--- config.mk ---
export PLATFORM = sky130hd
export DESIGN_NAME = pipelined_control_unit
export DESIGN_NICKNAME = d
export VERILOG_FILES = /design/src/rtl/pipelined_control_unit.sv
export SDC_FILE = /design/constraint.sdc
export NUM_CORES = 1
export LEC_CHECK = 0
export CORE_UTILIZATION = 44
export DETAILED_ROUTE_END_ITERATION = 12
export MAX_ROUTING_LAYER = met4
export PLACE_DENSITY = 0.82
export SLEW_MARGIN = 20
export SYNTH_ARGS = -nofsm -noshare
export SYNTH_HDL_FRONTEND = slang
export SYNTH_SLANG_ARGS = --single-unit
--- constraint.sdc ---
create_clock -name clk -period 4.99 [get_ports clk]
set_input_delay 0.499 -clock clk [delete_from_list [all_inputs] [get_ports clk]]
set_output_delay 0.499 -clock clk [all_outputs]
set_load 0.005 [all_outputs]
--- src/rtl/pipelined_control_unit.sv ---
// pipelined_control_unit: RV32I ID decode plus ID/EX, EX/MEM, MEM/WB control pipeline
// with stall/flush and branch/jump resolution in EX.
module pipelined_control_unit #(
  parameter int ALU_CTRL_W = 3,
  parameter int IMM_SRC_W = 3
) (
  input  logic                  clk,
  input  logic                  rst,
  input  logic [31:0]           instr_d,
  input  logic                  stall_e,
  input  logic                  flush_e,
  input  logic                  zero_e,
  input  logic                  lt_e,
  input  logic                  ltu_e,
  output logic [IMM_SRC_W-1:0]  ImmSrc_d,
  output logic                  illegal_d,
  output logic [ALU_CTRL_W-1:0] ALUControl_e,
  output logic                  ALUSrc_e,
  output logic                  ALUASrc_e,
  output logic                  PCSrc_e,
  output logic                  JalrSel_e,
  output logic                  MemWrite_m,
  output logic                  RegWrite_m,
  output logic                  RegWrite_w,
  output logic [1:0]            ResultSrc_w,
  output logic                  ResultSrc_e0
);
  typedef struct packed {
    logic                  reg_write;
    logic                  mem_write;
    logic [1:0]            result_src;
    logic                  branch;
    logic                  jump;
    logic                  jalr_sel;
    logic [ALU_CTRL_W-1:0] alu_ctrl;
    logic                  alu_src;
    logic                  alu_a_src;
    logic [2:0]            funct3;
  } ctrl_t;
  localparam logic [6:0] OP_R    = 7'b0110011;
  localparam logic [6:0] OP_I    = 7'b0010011;
  localparam logic [6:0] OP_LOAD = 7'b0000011;
  localparam logic [6:0] OP_ST   = 7'b0100011;
  localparam logic [6:0] OP_BR   = 7'b1100011;
  localparam logic [6:0] OP_JAL  = 7'b1101111;
  localparam logic [6:0] OP_JALR = 7'b1100111;
  localparam logic [6:0] OP_LUI  = 7'b0110111;
  localparam logic [ALU_CTRL_W-1:0] ALU_SUB = ALU_CTRL_W'(1);
  logic [6:0] op;
  logic [2:0] f3;
  logic       f7;
  logic [3:0] alu_op;
  logic       ext_op;
  logic       ill;
  logic [2:0] imm;
  ctrl_t      dec;
  ctrl_t      de;
  logic       em_reg_write;
  logic       em_mem_write;
  logic [1:0] em_result_src;
  logic       mw_reg_write;
  logic [1:0] mw_result_src;
  logic       unused_bits;
  assign op = instr_d[6:0];
  assign f3 = instr_d[14:12];
  assign f7 = instr_d[30];
  assign unused_bits = ^{instr_d[31], instr_d[29:15], instr_d[11:7]};
  // shifts and sltu only exist in the 4-bit ALU op set
  assign ext_op = f3 == 3'b001 || f3 == 3'b011 || f3 == 3'b101;
  assign alu_op = f3 == 3'b000 ? {3'b000, op == OP_R && f7} :
                  f3 == 3'b001 ? 4'd7 :
                  f3 == 3'b010 ? 4'd5 :
                  f3 == 3'b011 ? 4'd6 :
                  f3 == 3'b100 ? 4'd4 :
                  f3 == 3'b101 ? (f7 ? 4'd9 : 4'd8) :
                  f3 == 3'b110 ? 4'd3 : 4'd2;
  always_comb begin
    dec = '0;
    imm = 3'b000;
    ill = 1'b0;
    dec.funct3 = f3;
    case (op)
      OP_R: begin
        dec.reg_write = 1'b1;
        dec.alu_ctrl = ALU_CTRL_W'(alu_op);
        ill = ext_op && ALU_CTRL_W < 4;
      end
      OP_I: begin
        dec.reg_write = 1'b1;
        dec.alu_src = 1'b1;
        dec.alu_ctrl = ALU_CTRL_W'(alu_op);
        ill = ext_op && ALU_CTRL_W < 4;
      end
      OP_LOAD: begin
        dec.reg_write = 1'b1;
        dec.alu_src = 1'b1;
        dec.result_src = 2'b01;
        ill = f3 == 3'b011 || f3[2:1] == 2'b11;
      end
      OP_ST: begin
        dec.mem_write = 1'b1;
        dec.alu_src = 1'b1;
        imm = 3'b001;
        ill = f3[2] || f3 == 3'b011;
      end
      OP_BR: begin
        dec.branch = 1'b1;
        dec.alu_ctrl = ALU_SUB;
        imm = 3'b010;
        ill = f3[2:1] == 2'b01;
      end
      OP_JAL: begin
        dec.reg_write = 1'b1;
        dec.jump = 1'b1;
        dec.result_src = 2'b10;
        imm = 3'b011;
      end
      OP_JALR: begin
        dec.reg_write = 1'b1;
        dec.jump = 1'b1;
        dec.jalr_sel = 1'b1;
        dec.alu_src = 1'b1;
        dec.result_src = 2'b10;
        ill = f3 != 3'b000;
      end
      OP_LUI: begin
        dec.reg_write = 1'b1;
        dec.alu_src = 1'b1;
        dec.alu_a_src = 1'b1;
        imm = 3'b100;
      end
      default: ill = 1'b1;
    endcase
    if (ill) begin
      dec = '0;
      imm = 3'b000;
    end
  end
  assign ImmSrc_d = IMM_SRC_W'(imm);
  assign illegal_d = ill;
  // flush squashes only ID/EX; the older stages keep draining
  always_ff @(posedge clk or posedge rst) begin
    if (rst) begin
      de <= '0;
      em_reg_write <= 1'b0;
      em_mem_write <= 1'b0;
      em_result_src <= 2'b00;
      mw_reg_write <= 1'b0;
      mw_result_src <= 2'b00;
    end else begin
      if (flush_e || !stall_e) begin
        em_reg_write <= de.reg_write;
        em_mem_write <= de.mem_write;
        em_result_src <= de.result_src;
        mw_reg_write <= em_reg_write;
        mw_result_src <= em_result_src;
      end
      if (flush_e) de <= '0;
      else if (!stall_e) de <= dec;
    end
  end
  assign ALUControl_e = de.alu_ctrl;
  assign ALUSrc_e = de.alu_src;
  assign ALUASrc_e = de.alu_a_src;
  assign JalrSel_e = de.jalr_sel;
  assign ResultSrc_e0 = de.result_src[0];
  // funct3[2:1] picks eq/lt/ltu, funct3[0] inverts it
  assign PCSrc_e = de.jump || (de.branch &&
                   ((de.funct3[2] ? (de.funct3[1] ? ltu_e : lt_e) : zero_e) ^ de.funct3[0]));
  assign MemWrite_m = em_mem_write;
  assign RegWrite_m = em_reg_write;
  assign RegWrite_w = mw_reg_write;
  assign ResultSrc_w = mw_result_src;
endmodule

==> flow_summary.json, run 1 <==
{
  "outcome": "finished, final reports clean",
  "vias": 996,
  "end_kind": "primary output",
  "powerDensity_mw_per_mm2": 193,
  "viasPerCell": 5.66,
  "coreArea_sq_mm": 0.00257,
  "power_leakage_nw": 0.668,
  "grt_use_total_pct": 20.0,
  "hold_violations": 0,
  "drc": 0,
  "final.period_utilization_pct": 75.6,
  "synth_area_leaders": "dfrtp_1 (42%), a22o_1 (6.3%), mux2_2 (6.3%)",
  "hold_class": "flip-flop to flip-flop",
  "critPathLaunchType": "primary input",
  "drive_above_1_share_pct": 14.4,
  "gp_congestion": 0.843,
  "worstPathRequired_ns": 4.49,
  "maxCapViolCount": 0,
  "cts-hold-fix-buffers": 0,
  "synth-seq-cells": 21,
  "syn_area_sq_mm": 0.00124,
  "antenna_found_initial": 0,
  "antenna_cells": 0,
  "fp.dieW_microns": 55.2,
  "synthDistinctLibCells": 43,
  "antenna_left": 0,
  "wl_per_cell_microns": 14.6,
  "rsz0062_at_grt": "false",
  "grt_overflow_total": 0,
  "synth_area_leader_cell": "dfrtp_1",
  "netlist.area_leader.share_pct": 42.3,
  "critical_path_class": "primary input to primary output",
  "cts_root_buffer": "clkbuf_4",
  "syn_to_final_growth_pct": 26.7,
  "port_buffers": 34,
  "fp.dieH_microns": 55.2,
  "routed_wirelength_mm": 2.56,
  "syn_area_per_cell_sq_um": 10.5,
  "whs_ns": 0.496,
  "layout_common_cells": "clkdlybuf4s50_1 (34), dfrtp_1 (21), a22o_1 (9)",
  "cp_max_fo": 13,
  "grt_max_degree": 22,
  "totalNegativeSetupSlack_ns": 0,
  "htreeDepth": 1,
  "finalNetCount": 186,
  "setup_viol": 0,
  "synth_edf_count": 0,
  "fin_cells": 176,
  "yosys_warnings": 0,
  "cts_tree": "yes",
  "clock_latency_ns": 0.29,
  "place_ws_ns": 1.25,
  "cts_resized": 0,
  "synthCells": 119,
  "post-cts-setup-buffers": 0,
  "clockBufferDepth": 2,
  "clock_skew_ns": 0.00101,
  "slew_headroom_pct": 48.6,
  "clock_sinks": 21,
  "ir_drop_mv": 0.154,
  "dpl.hpwl_mm": 1.96,
  "dr.pass1.iters": 4,
  "timing.final.ws_setup_ns": 1.22,
  "place_inst": 172,
  "io_pins": 56,
  "path_clk_slew_ns": 0.11,
  "worst_slew_pin_slew_ns": 0.770,
  "async_flop_share_pct": 100,
  "grt_pass1_wl_mm": 4.18,
  "grt_pass1_vias": 970,
  "layout_commonest_cell": "clkdlybuf4s50_1",
  "ys_seq_area_share_pct": 42.3,
  "drt-initial-drc-count": 13,
  "synth-main-ff-cell": "dfrtp_1",
  "final_max_slew_viol_count": 0,
  "cp_data_arrival_time_ns": 3.27,
  "numCtsBuffers": 3,
  "fin_util_pct": 61.4,
  "synth_fp_nets": 158,
  "initial_core_util_pct": 48.4,
  "die_area_sq_mm": 0.00304,
  "core.rowCount": 18,
  "fin_crit_ns": 3.77,
  "fmax_mhz": 265
}
critical path: stages:
cell and delay [ns]:
clkdlybuf4s50_1 0.63, or3_1 0.59, a21boi_4 0.20, or4_4 0.48, a2111oi_4 0.32, clkdlybuf4s50_1 0.55
metrics by stage:
stage	total power, mW	instance area [sq um]
final	0.304	1580
after global routing	0.317	1580
after CTS	0.306	1580
after detailed placement	0.227	1550
after global placement	0.226	1550
after floorplan	0.207	1240
cell type report:
class,count,area (sq um)
flip-flops and latches,21,526
repair buffers,35,348
inverters,3,11.3
fillers,233,992
clock buffers,4,26.3
multi-input cells,83,627
well taps,30,37.5
registers in the layout, summed over array words and instances, names as in the netlist:
register / count
ALUASrc_e: 1
ALUControl_e: 3
ALUSrc_e: 1
JalrSel_e: 1
MemWrite_m: 1
RegWrite_m: 1
RegWrite_w: 1
ResultSrc_e0: 1
ResultSrc_w: 2
de: 7
em_result_src: 2
metal layers:
metal	part of all wire (%)	global-route usage [%]	wire [microns]
met5	0	-	0
met4	0.90	7.50	23
met3	2.7	1.64	69
met2	50	34.5	1290
met1	46	24.1	1180
where the power goes:
part	total, mW	switching, mW	internal [mW]
logic	0.0530	0.0286	0.0244
clock network	0.0800	0.0489	0.0311
registers	0.171	0.000353	0.171
total	0.304	0.0778	0.226
Yosys cell counts, drive strengths merged (2+ instances only):
cell and number:
clkbuf 2, nand3 2, a22o 9, mux2 7, inv 3, xor2 2, nor2 8, nor3 6
nand2b 3, nor2b 3, a211oi 2, dfrtp 21, nor4 4, mux2i 3, o21ai 4, a2111oi 2
buf 10, a21oi 3, nand2 8
path summary, 6_finish.rpt:
check	start	end	slack [ns]	cells after the start
max	instr_d[3]	ImmSrc_d[0]	1.22	6
min	ALUControl_e[1]$_DFFE_PP0P_	ALUControl_e[1]$_DFFE_PP0P_	0.50	2
max reg2reg	ResultSrc_e0$_DFFE_PP0P_	em_result_src[0]$_DFFE_PP0P_	4.20	1
min reg2reg	ALUControl_e[1]$_DFFE_PP0P_	ALUControl_e[1]$_DFFE_PP0P_	0.50	2
max in group asynchronous	rst	em_result_src[0]$_DFFE_PP0P_	3.88	2
min in group asynchronous	rst	ResultSrc_w[1]$_DFFE_PP0P_	0.63	2
logic make-up after synthesis:
| kind of cell | count (synthesis) | synth area share, % |
|---|---|---|
| AO/OA/AOI/OAI | 31 | 22.3 |
| XOR/XNOR | 2 | 1.41 |
| buffers and inverters | 15 | 7.34 |
| flip-flops | 21 | 42.3 |
| multiplexers | 10 | 8.75 |
| AND/OR/NAND/NOR | 40 | 17.9 |
(Power assumes the default switching activity.)
==> run 2, diff against run 1 <==
- CORE_UTILIZATION: 44 -> 37
- PLACE_DENSITY: 0.82 -> 0.73
- clock period: 4.99 -> 3.1 ns (I/O delays scaled with it)
==> run 2 against run 1 <==
Non-clock buffer count increased by 11. Via count up 7.6%. Die area grew 18%. Final cell count increased by 14%. Sequential share of layout area decreased by 2.2 points. Sequential power rose by 61%. Critical endpoint is now ImmSrc_d[1]. Highest routed layer unchanged.
==> flow_summary.json, run 2 (same netlist as run 1, synthesis figures left out) <==
{
  "timing.final.ws_setup_ns": 0.132,
  "drt-initial-drc-count": 21,
  "r2r_cells": 1,
  "cts_root_buffer": "clkbuf_4",
  "clock_sinks": 21,
  "critPathLaunchType": "primary input",
  "dpl.hpwl_mm": 2.05,
  "reg2reg_slack_ns": 2.33,
  "dr.pass1.iters": 4,
  "outcome": "finished, final reports clean",
  "drc": 0,
  "largest_register_ffs": 7,
  "path_clk_slew_ns": 0.11,
  "fin_crit_ns": 2.97,
  "fmax_mhz": 337,
  "layout_common_cells": "clkdlybuf4s50_1 (33), dfrtp_1 (21), buf_4 (12)",
  "critPathCapture": "ImmSrc_d[1]",
  "fin_util_pct": 53.8,
  "grt_pass1_wl_mm": 4.44,
  "drive_above_1_share_pct": 21.0,
  "cp_data_arrival_time_ns": 2.66,
  "critPathLaunch": "instr_d[6]",
  "viasPerCell": 5.33,
  "cpMostUsedCell": "clkdlybuf4s50_1",
  "coreArea_sq_mm": 0.00313,
  "numCtsBuffers": 3,
  "post-cts-setup-buffers": 0,
  "r2r_start": "ResultSrc_e0$_DFFE_PP0P_",
  "fp.dieW_microns": 60.0,
  "layout_commonest_cell": "clkdlybuf4s50_1",
  "initial_core_util_pct": 39.8,
  "top_register": "de",
  "clockBufferDepth": 2,
  "antenna_cells": 0,
  "path_cells": "clkdlybuf4s50_1, or2b_1, o22ai_2, a21boi_4, or4_4, nor4_1, clkdlybuf4s50_1",
  "clock_skew_ns": 0.00301,
  "critical_path_class": "primary input to primary output",
  "grt_use_total_pct": 16.6,
  "power_leakage_nw": 0.742,
  "fp.dieH_microns": 60.0,
  "ir_drop_mv": 0.133,
  "final_cell_area_sq_mm": 0.00168,
  "worst_slew_pin_slew_ns": 0.772,
  "setup_viol": 0,
  "vias": 1072,
  "wl_per_cell_microns": 12.9,
  "maxCapViolCount": 0,
  "routed_wirelength_mm": 2.60,
  "r2r_end": "em_result_src[0]$_DFFE_PP0P_",
  "final.period_utilization_pct": 95.7,
  "final_max_slew_viol_count": 0,
  "hold_class": "primary input to async pin",
  "antenna_found_initial": 0,
  "place_ws_ns": -0.0542,
  "io_pins": 56,
  "worstPathRequired_ns": 2.79,
  "end_kind": "primary output",
  "rsz0062_at_grt": "false",
  "port_buffers": 34,
  "htreeDepth": 1,
  "crit_slowest_cell": "clkdlybuf4s50_1",
  "cp_max_fo": 5,
  "gp_congestion": 0.866,
  "critical_path.max_stage_delay_ns": 0.54,
  "slew_headroom_pct": 48.5,
  "core.rowCount": 20,
  "hold_violations": 0,
  "syn_to_final_growth_pct": 35.4,
  "cts_tree": "yes",
  "grt_pass1_vias": 1064,
  "powerDensity_mw_per_mm2": 297,
  "clock_latency_ns": 0.30,
  "grt_max_degree": 22,
  "grt_overflow_total": 0,
  "antenna_left": 0,
  "placed_area_sq_mm": 0.00165,
  "finalNetCount": 197,
  "die_area_sq_mm": 0.00360
}
==> run 2: worst min-delay path by stage <==
stage,start,end,slack [ns],cells after the start
4_1_cts,rst,em_result_src[0]$_DFFE_PP0P_,0.47,2
6_report,rst,em_result_src[1]$_DFFE_PP0P_,0.44,2
2_1_floorplan,rst,ALUASrc_e$_DFFE_PP0P_,0.29,1
3_5_place_dp,ALUControl_e[0]$_DFFE_PP0P_,ALUControl_e[0]$_DFFE_PP0P_,0.48,2
5_1_grt,ALUControl_e[0]$_DFFE_PP0P_,ALUControl_e[0]$_DFFE_PP0P_,0.53,2
3_3_place_gp,ALUControl_e[0]$_DFFE_PP0P_,ALUControl_e[0]$_DFFE_PP0P_,0.47,2
==> run 2: layout make-up <==
cell class / instances / area (sq um)
Inverter: 3 / 11.3
Tap cell: 44 / 55.1
Fill cell: 288 / 1440
Sequential cell: 21 / 526
Timing Repair Buffer: 46 / 433
Multi-Input combinational cell: 83 / 633
Clock buffer: 4 / 26.3
==> run 2: routing by layer <==
| layer | vias up | global-route usage (%) | routed length, microns |
|---|---|---|---|
| met2 | 43 | 27.5 | 1250 |
| met3 | 2 | 3.03 | 161 |
| met1 | 507 | 20.9 | 1160 |
| met5 | - | - | 0 |
| li1 | 520 | - | - |
| met4 | 0 | 4.32 | 21 |
==> run 2: timing repair <==
item                       in CTS  in global routing
setup endpoints to repair       1                  1
hold endpoints to repair        0                  0
resized for setup               1                  1
hold buffers                    0                  0
==> run 2: report_power, final <==
part           total, mW  internal [mW]  switching, mW
Clock              0.130         0.0501         0.0796
Sequential         0.275          0.275       0.000561
Combinational     0.0960         0.0478         0.0482
==> run 2: through the flow <==
| stage | cells | setup TNS, ns | total power [mW] | hold WS, ns |
|---|---|---|---|---|
| after floorplan | 119 | 0 | 0.333 | 0.287 |
| after global placement | 197 | 0 | 0.373 | 0.470 |
| after detailed placement | 197 | -0.0542 | 0.376 | 0.479 |
| after CTS | 201 | 0 | 0.506 | 0.473 |
| after global routing | 201 | 0 | 0.528 | 0.533 |
| final | 201 | 0 | 0.501 | 0.442 |
==> run 2: critical path: cells and delay by family <==
family / cells / cell delay, ns
AO/OA/AOI/OAI: 2 / 0.25
AND/OR/NAND/NOR: 3 / 1.02
buffers and inverters: 2 / 1.08
==> run 3, diff against run 2 <==
- CORE_UTILIZATION: 37 -> 35
- PLACE_DENSITY: 0.73 -> 0.7
- SLEW_MARGIN: 20 -> unset
==> run 3 against run 2 <==
Die area is 5.5% higher. Combinational power increased by 4.0%. Non-clock buffer count rose by 3. Largest cell class unchanged. Critical path type unchanged.
==> flow_summary.json, run 3 (same netlist as run 1, synthesis figures left out) <==
{
  "hold_violations": 0,
  "routed_wirelength_mm": 2.72,
  "grt_max_degree": 22,
  "core.rowCount": 21,
  "drive_above_1_share_pct": 22.5,
  "dpl.hpwl_mm": 2.17,
  "htreeDepth": 1,
  "final.period_utilization_pct": 96.0,
  "clock_latency_ns": 0.30,
  "power.switching_uw": 129,
  "drc": 0,
  "dr.pass1.iters": 4,
  "port_buffers": 34,
  "timing.final.ws_setup_ns": 0.123,
  "power_leakage_nw": 0.755,
  "fp.dieH_microns": 61.6,
  "grt_pass1_wl_mm": 4.43,
  "coreArea_sq_mm": 0.00336,
  "worst-path-buf-inv": 3,
  "final_max_slew_viol_count": 0,
  "power.total_uw": 504,
  "fp.dieW_microns": 61.6,
  "place_ws_ns": -0.0274,
  "path_cells": "clkdlybuf4s50_1, buf_4, a211oi_1, a211o_1, nor3_2, or4_4, nor4_1, clkdlybuf4s50_1",
  "critical_path_class": "primary input to primary output",
  "drt-initial-drc-count": 27,
  "top_register": "de",
  "setup_viol": 0,
  "hold_class": "primary input to async pin",
  "syn_to_final_growth_pct": 37.4,
  "path_clk_slew_ns": 0.11,
  "r2r_start": "ResultSrc_e0$_DFFE_PP0P_",
  "cts_root_buffer": "clkbuf_4",
  "outcome": "finished, final reports clean",
  "p_comb_share_pct": 19.8,
  "numCtsBuffers": 3,
  "rsz0062_at_grt": "false",
  "internal_power_uw": 375,
  "antenna_left": 0,
  "initial_core_util_pct": 37.0,
  "critPathLaunch": "instr_d[4]",
  "critPathCapture": "ImmSrc_d[1]",
  "io_pins": 56,
  "worstPathRequired_ns": 2.79,
  "end_kind": "primary output",
  "layout_commonest_cell": "clkdlybuf4s50_1",
  "r2r_end": "em_result_src[0]$_DFFE_PP0P_",
  "die_area_sq_mm": 0.00380,
  "cts_tree": "yes",
  "antenna_found_initial": 0,
  "vias": 1065,
  "cp_top_family": "buffers and inverters",
  "crit_slowest_cell": "clkdlybuf4s50_1",
  "ir_drop_mv": 0.105,
  "seqPwrFrac_pct": 54.6,
  "r2r_cells": 1,
  "worst_slew_pin_slew_ns": 0.767,
  "fmax_mhz": 336,
  "antenna_cells": 0,
  "fin_crit_ns": 2.98,
  "p_sw_share_pct": 25.5,
  "cp.depth": 8,
  "power_frac_clock_pct": 25.6,
  "cp_data_arrival_time_ns": 2.67,
  "grt_overflow_total": 0,
  "powerDensity_mw_per_mm2": 295,
  "clock_skew_ns": 0.00311,
  "cpMostUsedCell": "clkdlybuf4s50_1",
  "grt_use_total_pct": 16.4,
  "viasPerCell": 5.17,
  "cp_max_fo": 5,
  "critical_path.max_stage_delay_ns": 0.55,
  "clock_sinks": 21,
  "wl_per_cell_microns": 13.2,
  "fin_util_pct": 50.8,
  "critPathLaunchType": "primary input",
  "largest_register_ffs": 7,
  "layout_common_cells": "clkdlybuf4s50_1 (33), dfrtp_1 (21), buf_4 (15)",
  "gp_congestion": 0.828,
  "reg2reg_slack_ns": 2.32,
  "slew_headroom_pct": 48.8,
  "clockBufferDepth": 2,
  "finalNetCount": 200,
  "maxCapViolCount": 0,
  "grt_pass1_vias": 1012
}
## run 3: how the worst min path moves through the flow
stage	start	end	slack (ns)	cells after the start
CTS	rst	ResultSrc_w[1]$_DFFE_PP0P_	0.46	2
global route	de[13]$_DFFE_PP0P_	de[13]$_DFFE_PP0P_	0.53	1
floorplan	rst	ALUASrc_e$_DFFE_PP0P_	0.29	1
detailed placement	ResultSrc_w[1]$_DFFE_PP0P_	ResultSrc_w[1]$_DFFE_PP0P_	0.49	1
global placement	ALUControl_e[2]$_DFFE_PP0P_	ALUControl_e[2]$_DFFE_PP0P_	0.47	2
finish	rst	ResultSrc_w[1]$_DFFE_PP0P_	0.43	2
## run 3: per-stage QoR
| stage | instance area [sq um] | setup TNS [ns] | hold WS (ns) | std cells |
|---|---|---|---|---|
| floorplan | 1240 | 0 | 0.287 | 119 |
| global placement | 1670 | 0 | 0.468 | 201 |
| detailed placement | 1670 | -0.0274 | 0.494 | 201 |
| CTS | 1700 | 0 | 0.461 | 205 |
| global route | 1710 | 0 | 0.535 | 206 |
| finish | 1710 | 0 | 0.435 | 206 |
## run 3: power groups by stage
stage | registers [mW] | clock network [mW] | logic [mW]
2_1_floorplan | 0.280 | 0 | 0.0530
3_3_place_gp | 0.281 | 0 | 0.0946
3_5_place_dp | 0.281 | 0 | 0.0971
4_1_cts | 0.275 | 0.134 | 0.0981
5_1_grt | 0.275 | 0.142 | 0.109
6_report | 0.275 | 0.129 | 0.0998
## run 3: final cells by class
class / count / area, sq um
clock buffer: 4 / 26.3
sequential: 21 / 526
tap: 46 / 57.6
inverter: 3 / 11.3
multi-input combinational: 83 / 633
fill: 335 / 1650
timing repair buffer: 49 / 455
## run 3: metal layers
layer,share of wire [%],wire length [microns],vias up,track usage [%]
met4,2.0,55,0,9.52
met1,44,1190,500,20.0
met2,50,1360,37,26.3
met3,4.1,111,4,1.68
li1,-,-,524,-
met5,0,0,-,-
## run 3: what timing repair did
| action | in CTS | in global routing |
|---|---|---|
| buffers inserted | 0 | 1 |
| hold buffers | 0 | 0 |
| endpoints found under the setup margin | 1 | 1 |
| gates resized for setup | 1 | 1 |
| pin swaps | 0 | 1 |
| cloned | 0 | 0 |
